**src/rtl/button_conditioner_if.sv**
```systemverilog
// Signal bundle between the raw button lines / consumer logic and the conditioner.
// The master drives the raw lines and repeat enable; the slave returns conditioned events.
interface button_conditioner_if #(
  parameter int NUM_CH = 12,
  parameter int CODE_W = (NUM_CH > 1) ? $clog2(NUM_CH) : 1
);
  logic [NUM_CH-1:0] i_raw;
  logic              i_repeat_en;
  logic [NUM_CH-1:0] o_level;
  logic [NUM_CH-1:0] o_press;
  logic [NUM_CH-1:0] o_release;
  logic              o_valid;
  logic [CODE_W-1:0] o_code;
  logic              o_multi;

  modport master (
    output i_raw, i_repeat_en,
    input  o_level, o_press, o_release, o_valid, o_code, o_multi
  );

  modport slave (
    input  i_raw, i_repeat_en,
    output o_level, o_press, o_release, o_valid, o_code, o_multi
  );
endinterface

```
**src/rtl/button_conditioner.sv**
```systemverilog
// Per-channel synchroniser, counter debounce, press/release pulses and auto-repeat,
// plus a lowest-index priority encoder over the press pulses.
module button_conditioner #(
  parameter int NUM_CH        = 12,
  parameter int SYNC_STAGES   = 2,
  parameter int DB_CYCLES     = 4,
  parameter int REPEAT_DELAY  = 8,
  parameter int REPEAT_PERIOD = 4,
  parameter bit ACTIVE_LOW    = 1'b0,
  parameter int CODE_W        = (NUM_CH > 1) ? $clog2(NUM_CH) : 1
) (
  input logic                clk,
  input logic                rst_n,
  button_conditioner_if.slave bus
);

  localparam int DB_W   = (DB_CYCLES > 1) ? $clog2(DB_CYCLES) : 1;
  localparam int RC_MAX = (REPEAT_DELAY > REPEAT_PERIOD) ? REPEAT_DELAY : REPEAT_PERIOD;
  localparam int RC_W   = (RC_MAX > 1) ? $clog2(RC_MAX) : 1;

  typedef enum logic [1:0] {IDLE, DELAY, REPEAT} rep_state_t;

  logic [NUM_CH-1:0] pol;
  logic [NUM_CH-1:0] level_v;
  logic [NUM_CH-1:0] press_v;
  logic [NUM_CH-1:0] release_v;
  logic [CODE_W-1:0] code;

  assign pol = ACTIVE_LOW ? ~bus.i_raw : bus.i_raw;

  for (genvar ch = 0; ch < NUM_CH; ch++) begin : g_ch
    logic [SYNC_STAGES-1:0] sync;
    logic [DB_W-1:0]        cnt;
    logic [RC_W-1:0]        rc;
    rep_state_t             state;
    logic                   level;
    logic                   press;
    logic                   rls;
    logic                   s;
    logic                   flip;
    logic                   level_next;

    assign s          = sync[SYNC_STAGES-1];
    assign flip       = (s != level) && (cnt == DB_W'(DB_CYCLES - 1));
    assign level_next = flip ? s : level;

    // The repeat FSM looks at the post-update level so a release wins over a
    // repeat pulse falling on the same edge.
    always_ff @(posedge clk or negedge rst_n) begin
      if (!rst_n) begin
        sync  <= '0;
        cnt   <= '0;
        rc    <= '0;
        state <= IDLE;
        level <= 1'b0;
        press <= 1'b0;
        rls   <= 1'b0;
      end else begin
        sync  <= {sync[SYNC_STAGES-2:0], pol[ch]};
        press <= flip && s;
        rls   <= flip && !s;

        if (s == level) begin
          cnt <= '0;
        end else if (flip) begin
          level <= s;
          cnt   <= '0;
        end else begin
          cnt <= cnt + 1'b1;
        end

        if (!level_next || !bus.i_repeat_en) begin
          state <= IDLE;
          rc    <= '0;
        end else begin
          case (state)
            IDLE: begin
              state <= DELAY;
              rc    <= '0;
            end
            DELAY: begin
              if (rc == RC_W'(REPEAT_DELAY - 1)) begin
                press <= 1'b1;
                state <= REPEAT;
                rc    <= '0;
              end else begin
                rc <= rc + 1'b1;
              end
            end
            REPEAT: begin
              if (rc == RC_W'(REPEAT_PERIOD - 1)) begin
                press <= 1'b1;
                rc    <= '0;
              end else begin
                rc <= rc + 1'b1;
              end
            end
            default: begin
              state <= IDLE;
              rc    <= '0;
            end
          endcase
        end
      end
    end

    assign level_v[ch]   = level;
    assign press_v[ch]   = press;
    assign release_v[ch] = rls;
  end

  // Scan from the top so the lowest pressed index is the last one written.
  always_comb begin
    code = '0;
    for (int i = NUM_CH - 1; i >= 0; i--) begin
      if (press_v[i]) code = CODE_W'(i);
    end
  end

  assign bus.o_level   = level_v;
  assign bus.o_press   = press_v;
  assign bus.o_release = release_v;
  assign bus.o_valid   = |press_v;
  assign bus.o_code    = code;
  assign bus.o_multi   = |(press_v & (press_v - NUM_CH'(1)));

endmodule

```
**src/flat_wrapper.sv**
```systemverilog
// flat-port wrapper written by rule: the top's interface ports become plain ports
module button_conditioner_flat 
#(
  parameter int NUM_CH        = 12,
  parameter int SYNC_STAGES   = 2,
  parameter int DB_CYCLES     = 4,
  parameter int REPEAT_DELAY  = 8,
  parameter int REPEAT_PERIOD = 4,
  parameter bit ACTIVE_LOW    = 1'b0,
  parameter int CODE_W        = (NUM_CH > 1) ? $clog2(NUM_CH) : 1
)
  (clk, rst_n, bus_i_raw, bus_i_repeat_en, bus_o_level, bus_o_press, bus_o_release, bus_o_valid, bus_o_code, bus_o_multi);
  button_conditioner_if #(.NUM_CH(NUM_CH), .CODE_W(CODE_W)) bus_i ();
  input logic clk;
  input logic rst_n;
  input wire logic [$bits(bus_i.i_raw)-1:0] bus_i_raw;
  input wire logic [$bits(bus_i.i_repeat_en)-1:0] bus_i_repeat_en;
  output wire logic [$bits(bus_i.o_level)-1:0] bus_o_level;
  output wire logic [$bits(bus_i.o_press)-1:0] bus_o_press;
  output wire logic [$bits(bus_i.o_release)-1:0] bus_o_release;
  output wire logic [$bits(bus_i.o_valid)-1:0] bus_o_valid;
  output wire logic [$bits(bus_i.o_code)-1:0] bus_o_code;
  output wire logic [$bits(bus_i.o_multi)-1:0] bus_o_multi;
  assign bus_i.i_raw = bus_i_raw;
  assign bus_i.i_repeat_en = bus_i_repeat_en;
  assign bus_o_level = bus_i.o_level;
  assign bus_o_press = bus_i.o_press;
  assign bus_o_release = bus_i.o_release;
  assign bus_o_valid = bus_i.o_valid;
  assign bus_o_code = bus_i.o_code;
  assign bus_o_multi = bus_i.o_multi;
  button_conditioner #(.NUM_CH(NUM_CH), .SYNC_STAGES(SYNC_STAGES), .DB_CYCLES(DB_CYCLES), .REPEAT_DELAY(REPEAT_DELAY), .REPEAT_PERIOD(REPEAT_PERIOD), .ACTIVE_LOW(ACTIVE_LOW), .CODE_W(CODE_W)) u_core (.clk(clk), .rst_n(rst_n), .bus(bus_i));
endmodule
```
**config.mk**
```make
export PLATFORM = sky130hd
export DESIGN_NAME = button_conditioner_flat
export DESIGN_NICKNAME = d
export VERILOG_FILES = /design/src/rtl/button_conditioner_if.sv /design/src/rtl/button_conditioner.sv /design/src/flat_wrapper.sv
export SDC_FILE = /design/constraint.sdc
export NUM_CORES = 1
export LEC_CHECK = 0
export BUFFER_PORTS_ARGS = -buffer_cell sky130_fd_sc_hd__clkbuf_2
export CORE_MARGIN = 10
export CORE_UTILIZATION = 40
export DETAILED_ROUTE_END_ITERATION = 10
export SLEW_MARGIN = 20
export SYNTH_ARGS = -nofsm -noshare
export SYNTH_HDL_FRONTEND = slang
export SYNTH_SLANG_ARGS = --single-unit
```
**constraint.sdc**
```tcl
create_clock -name clk -period 3.05 [get_ports clk]
set_input_delay 0.61 -clock clk [delete_from_list [all_inputs] [get_ports clk]]
set_output_delay 0.61 -clock clk [all_outputs]
set_load 0.01 [all_outputs]
```
# Yosys cells after proc, flatten, opt, wreduce, memory -nomap -nowiden
# Cells that the tools add are included.
# totals
register_bits	144
in_bits	15
out_inout_bits	42
elab_cells	497
# op_classes
n_addsub	25
n_eq_ne	108
n_mux	180
n_bitwise	1
n_reduce_logical	99
# ops
cell	n
3-bit 2-to-1 mux	36
2-bit 2-to-1 mux	48
2-bit case mux with 3 select lines	12
3-bit case mux with 2 select lines	12
2-bit equality test (second input constant)	24
1-bit 2-to-1 mux	48
4-bit 2-to-1 mux	12
3-bit by 1-bit adder with 3-bit output (second input constant)	12
3-bit by 2-bit equality test with 1-bit output (second input constant)	12
3-bit equality test (second input constant)	12
1-bit logical AND	36
3-bit by 1-bit inequality test with 1-bit output (second input constant)	12
1-bit zero test	25
2-bit by 1-bit adder with 2-bit output (second input constant)	12
2-bit by 1-bit equality test with 1-bit output (second input constant)	12
2-bit zero test	12
2-bit by 1-bit inequality test with 1-bit output (second input constant)	12
1-bit case mux with 2 select lines	12
2-bit AND reduction	12
12-bit OR reduction	2
12-bit bitwise AND	1
1-bit equality test	12
1-bit logical OR	12
1-bit inequality test	12
12-bit by 1-bit subtractor with 12-bit output (second input constant)	1

# Longest topological paths before layout
# depth
word_depth	12
depth_mapped	6
ltp_nobuf	6

# Worst setup path after synthesis
# Ideal clock, no wire load.
# synth_timing
path_type	register to output
from	register u_core.g_ch[0].press
to	output port bus_o_multi
t_arrival_ps	1470
required_ps	2440
slack_ps	970
stages_incl_launch_ff	5
path_buffers	0
path_cell_list	dfrtp_1 -> nor4_4 -> a21oi_2 -> o311a_1 -> a211o_1
# synth_between
elab_chain_len	3
# synth_lines
item	line	text
from (decl)	button_conditioner.sv:37	logic press;
from (signal assigned)	button_conditioner.sv:60	press <= flip && s;
12-bit by 1-bit subtractor with 12-bit output	button_conditioner.sv:125	assign bus.o_multi = |(press_v & (press_v - NUM_CH'(1)));
12-bit bitwise AND *	button_conditioner.sv:125	
12-bit OR reduction *	button_conditioner.sv:125	
to (decl)	flat_wrapper.sv:23	output wire logic [$bits(bus_i.o_multi)-1:0] bus_o_multi;
# Every way passes the cells marked *; elsewhere a longest branch is shown, timed or not.

# Worst setup path after layout
# Ends and elaborated chain as after synthesis.

==> flow_summary_export.csv <==
group,metric,value,unit
grt,antenna_found_initial,0,
drt,ant_nets,0,
setup_path,worst-setup-path-type,"flop to output port",
clock_tree,cts_sinks,144,
floorplanning,die_h,156,um
place,port_buffers,56,
place,routabilityCongestion,0.813,
setup_path,ff2ff_setup_slack,1.50,ns
grt,overflow,0,
clock_tree,clk_latency,0.42,ns
job,cap_violations,0,
setup_path,cp_cell_sequence,"nor4_4 > a21oi_2 > o311a_1 > a211o_1 > clkbuf_2",
power_and_ir_drop,p_leak,4.12,nW
setup_path,required,2.44,ns
yosys,synth_area,0.00737,mm^2
drt,wl,14.4,mm
drt,drtIter0Drc,244,
yosys,synth_edf_count,0,
yosys,yosys_warnings,0,
sta,relSlewSlack,56.4,%
sta,setup_violations,0,
grt,grt_max_degree,82,
sta,fin_tns_setup,0,ns
min_path,hold_class,"primary input to async pin",
clock_tree,cts_max_level,4,
place,pre_cts_ws,0.770,ns
drt,drc,0,
cells_and_area,area_growth,13.7,%
floorplanning,start_util,40.9,%
yosys,async_reset_ff_share,100,%
floorplanning,die_x,156,um
floorplanning,die_area,0.0243,mm^2
setup_path,cp_max_fo,6,
sta,max_freq,0.364,GHz
setup_path,max_stage_delay,0.46,ns
floorplanning,rows,49,
cells_and_area,multi_input_area,0.00319,mm^2
clock_tree,cts_tree,"built",
yosys,avgSynthCellArea,10.6,um^2
drt,via_per_inst,4.92,
grt,grtUsageTotal,12.3,%
floorplanning,ioPinCount,57,
cells_and_area,drive_gt1_share,13.0,%
yosys,syn_nets,818,
sta,worst_slack,0.306,ns
power_and_ir_drop,peakVddDrop,0.000401,V
clock_tree,postCtsSetupBuffers,0,
drt,vias,4799,
sta,report.final.slew_viol_count,0,
clock_tree,hold_buffers,0,
cells_and_area,num-fill-cells,1669,
sta,hold_viol,0,
sta,finClkSkew,0.00597,ns
clock_tree,root_buffer,"clkbuf_16",
clock_tree,cts-resized-gates,0,
cells_and_area,nets,857,
setup_path,crit_slowest_cell,"dfrtp_1",
clock_tree,clockBufferDepth,2,
setup_path,path_delay_family,"compound AO/OA/AOI/OAI gates",
yosys,ys_seq_area_share,48.9,%
setup_path,end_kind,"output port",
yosys,syn_inst,695,
sta,fin_crit,2.74,ns
floorplanning,core-area,0.0180,mm^2
yosys,ys.flop_type,"dfrtp_1",
setup_path,cp-start-kind,"flop",
clock_tree,clkTransAtPathRegs,0.06,ns
power_and_ir_drop,power_density,756,mW/mm^2
status,status,"finished clean",
drt,wl_per_cell,14.8,um
setup_path,worst-path-buf-inv,1,
sta,rsz0062_at_grt,"false",
grt,grt_pass1_wl,24.3,mm
yosys,netlist.area_leader.share,48.9,%
place,dpl.hpwl,10.5,mm
sta,worst_slew_pin_slew,0.653,ns
sta,fin_crit_sh,90.0,%
yosys,ys_seq_elements,144,
clock_tree,numCtsBuffers,17,
yosys,synth_cell_type_count,34,
grt,first_global_vias,5086,
cells_and_area,n_antenna_cell,0,
yosys,yosysTopAreaCell,"dfrtp_1",
yosys,synth_area_leaders,"dfrtp_1 49%, ha_1 18%, inv_1 4.1%, buf_4 3.7%, nor2b_1 2.6%",
drt,firstDrtPassIters,4,
cells_and_area,regArea,0.00360,mm^2
setup_path,crit_arrival,2.13,ns
-- final cells by class --
class | instances | area share [%]
clock buffers | 19 | 5.41
flip-flops and latches | 144 | 43.0
well taps | 229 | 3.42
multi-input cells | 432 | 38.0
repair buffers | 58 | 3.75
inverters | 81 | 3.63
clock inverters | 13 | 2.78
-- stage by stage --
stage | std cells | power [mW] | area, um^2 | hold WS [ns] | util, %
6_report | 976 | 6.34 | 8380 | 0.0899 | 46.5
5_1_grt | 976 | 6.73 | 8380 | 0.111 | 46.5
4_1_cts | 976 | 6.42 | 8380 | 0.0894 | 46.5
3_5_place_dp | 944 | 3.98 | 7690 | 0.335 | 42.7
3_3_place_gp | 944 | 3.88 | 7690 | 0.332 | 42.7
2_1_floorplan | 695 | 3.59 | 7370 | 0.314 | -
-- registers in the layout (all words and copies together), names as in the netlist --
register	flops
u_core.g_ch.cnt	24
u_core.g_ch.rc	36
u_core.g_ch.state	24
u_core.g_ch.level	12
u_core.g_ch.sync	24
u_core.g_ch.rls	12
u_core.g_ch.press	12
-- metal layers --
layer	part of all wire [%]	vias up	track usage, %
li1	-	2347	-
met5	0	-	0
met3	4.8	18	4.03
met1	44	2351	14.3
met4	1.2	0	4.23
met2	50	83	20.9
-- worst paths after layout --
path | startpoint | end | depth (start not counted)
max | u_core.g_ch[0].press | bus_o_multi | 5
min | rst_n | u_core.g_ch[6].state[1] | 1
max reg2reg | u_core.g_ch[11].cnt[0] | u_core.g_ch[11].press | 4
min reg2reg | u_core.g_ch[1].sync[0] | u_core.g_ch[1].sync[1] | 0
max in group asynchronous | rst_n | u_core.g_ch[8].cnt[0] | 2
min in group clk | bus_i_raw[3] | u_core.g_ch[3].sync[0] | 1
-- cell usage after synthesis, types with 14 or more instances --
library cell  instances
dfrtp_1             144
ha_1                108
o21ai_0              33
buf_4                36
nor2_1               48
nor3_1               23
a21oi_1              32
nand2_1              48
nand3_1              14
nor2b_1              31
inv_1                81
-- kinds of logic after synthesis --
family / count (synthesis) / synth area share (%)
and+or+nand+nor: 181 / 12.0
DFF: 144 / 48.9
buffers and inverters: 119 / 7.89
AOI/OAI and AO/OA: 113 / 8.93
adders and majority gates: 109 / 18.5
muxes: 17 / 2.39
xor gates and xnor gates: 12 / 1.43
-- cell usage in the layout, fill, tap and decap left out, types with 2 or more instances in the layout --
| cell type | n |
|---|---|
| nor3_1 | 23 |
| ha_1 | 108 |
| a211o_1 | 2 |
| clkbuf_2 | 55 |
| nor2b_1 | 31 |
| inv_1 | 81 |
| clkinv_2 | 2 |
| dfrtp_1 | 144 |
| o21ai_1 | 8 |
| clkbuf_16 | 17 |
| nand2_1 | 48 |
| clkinv_4 | 3 |
| nor2_1 | 48 |
| mux2_2 | 5 |
| nor3b_1 | 7 |
| o21bai_1 | 6 |
| a21oi_1 | 32 |
| o21ai_0 | 33 |
| clkbuf_8 | 2 |
| mux2i_1 | 12 |
| xnor2_1 | 12 |
| o22ai_1 | 12 |
| nand3b_1 | 2 |
| a22oi_1 | 12 |
| bufinv_16 | 6 |
| nand3_1 | 14 |
| and3b_1 | 5 |
| nor4_1 | 2 |
-- power breakdown --
| part | internal (mW) | switching (mW) | total (mW) |
|---|---|---|---|
| sequential | 2.22 | 0.279 | 2.50 |
| combinational | 0.607 | 0.833 | 1.44 |
| clock | 1.58 | 0.814 | 2.39 |
| total | 4.41 | 1.93 | 6.34 |
Note: power is estimated with default switching activity, not from simulation.
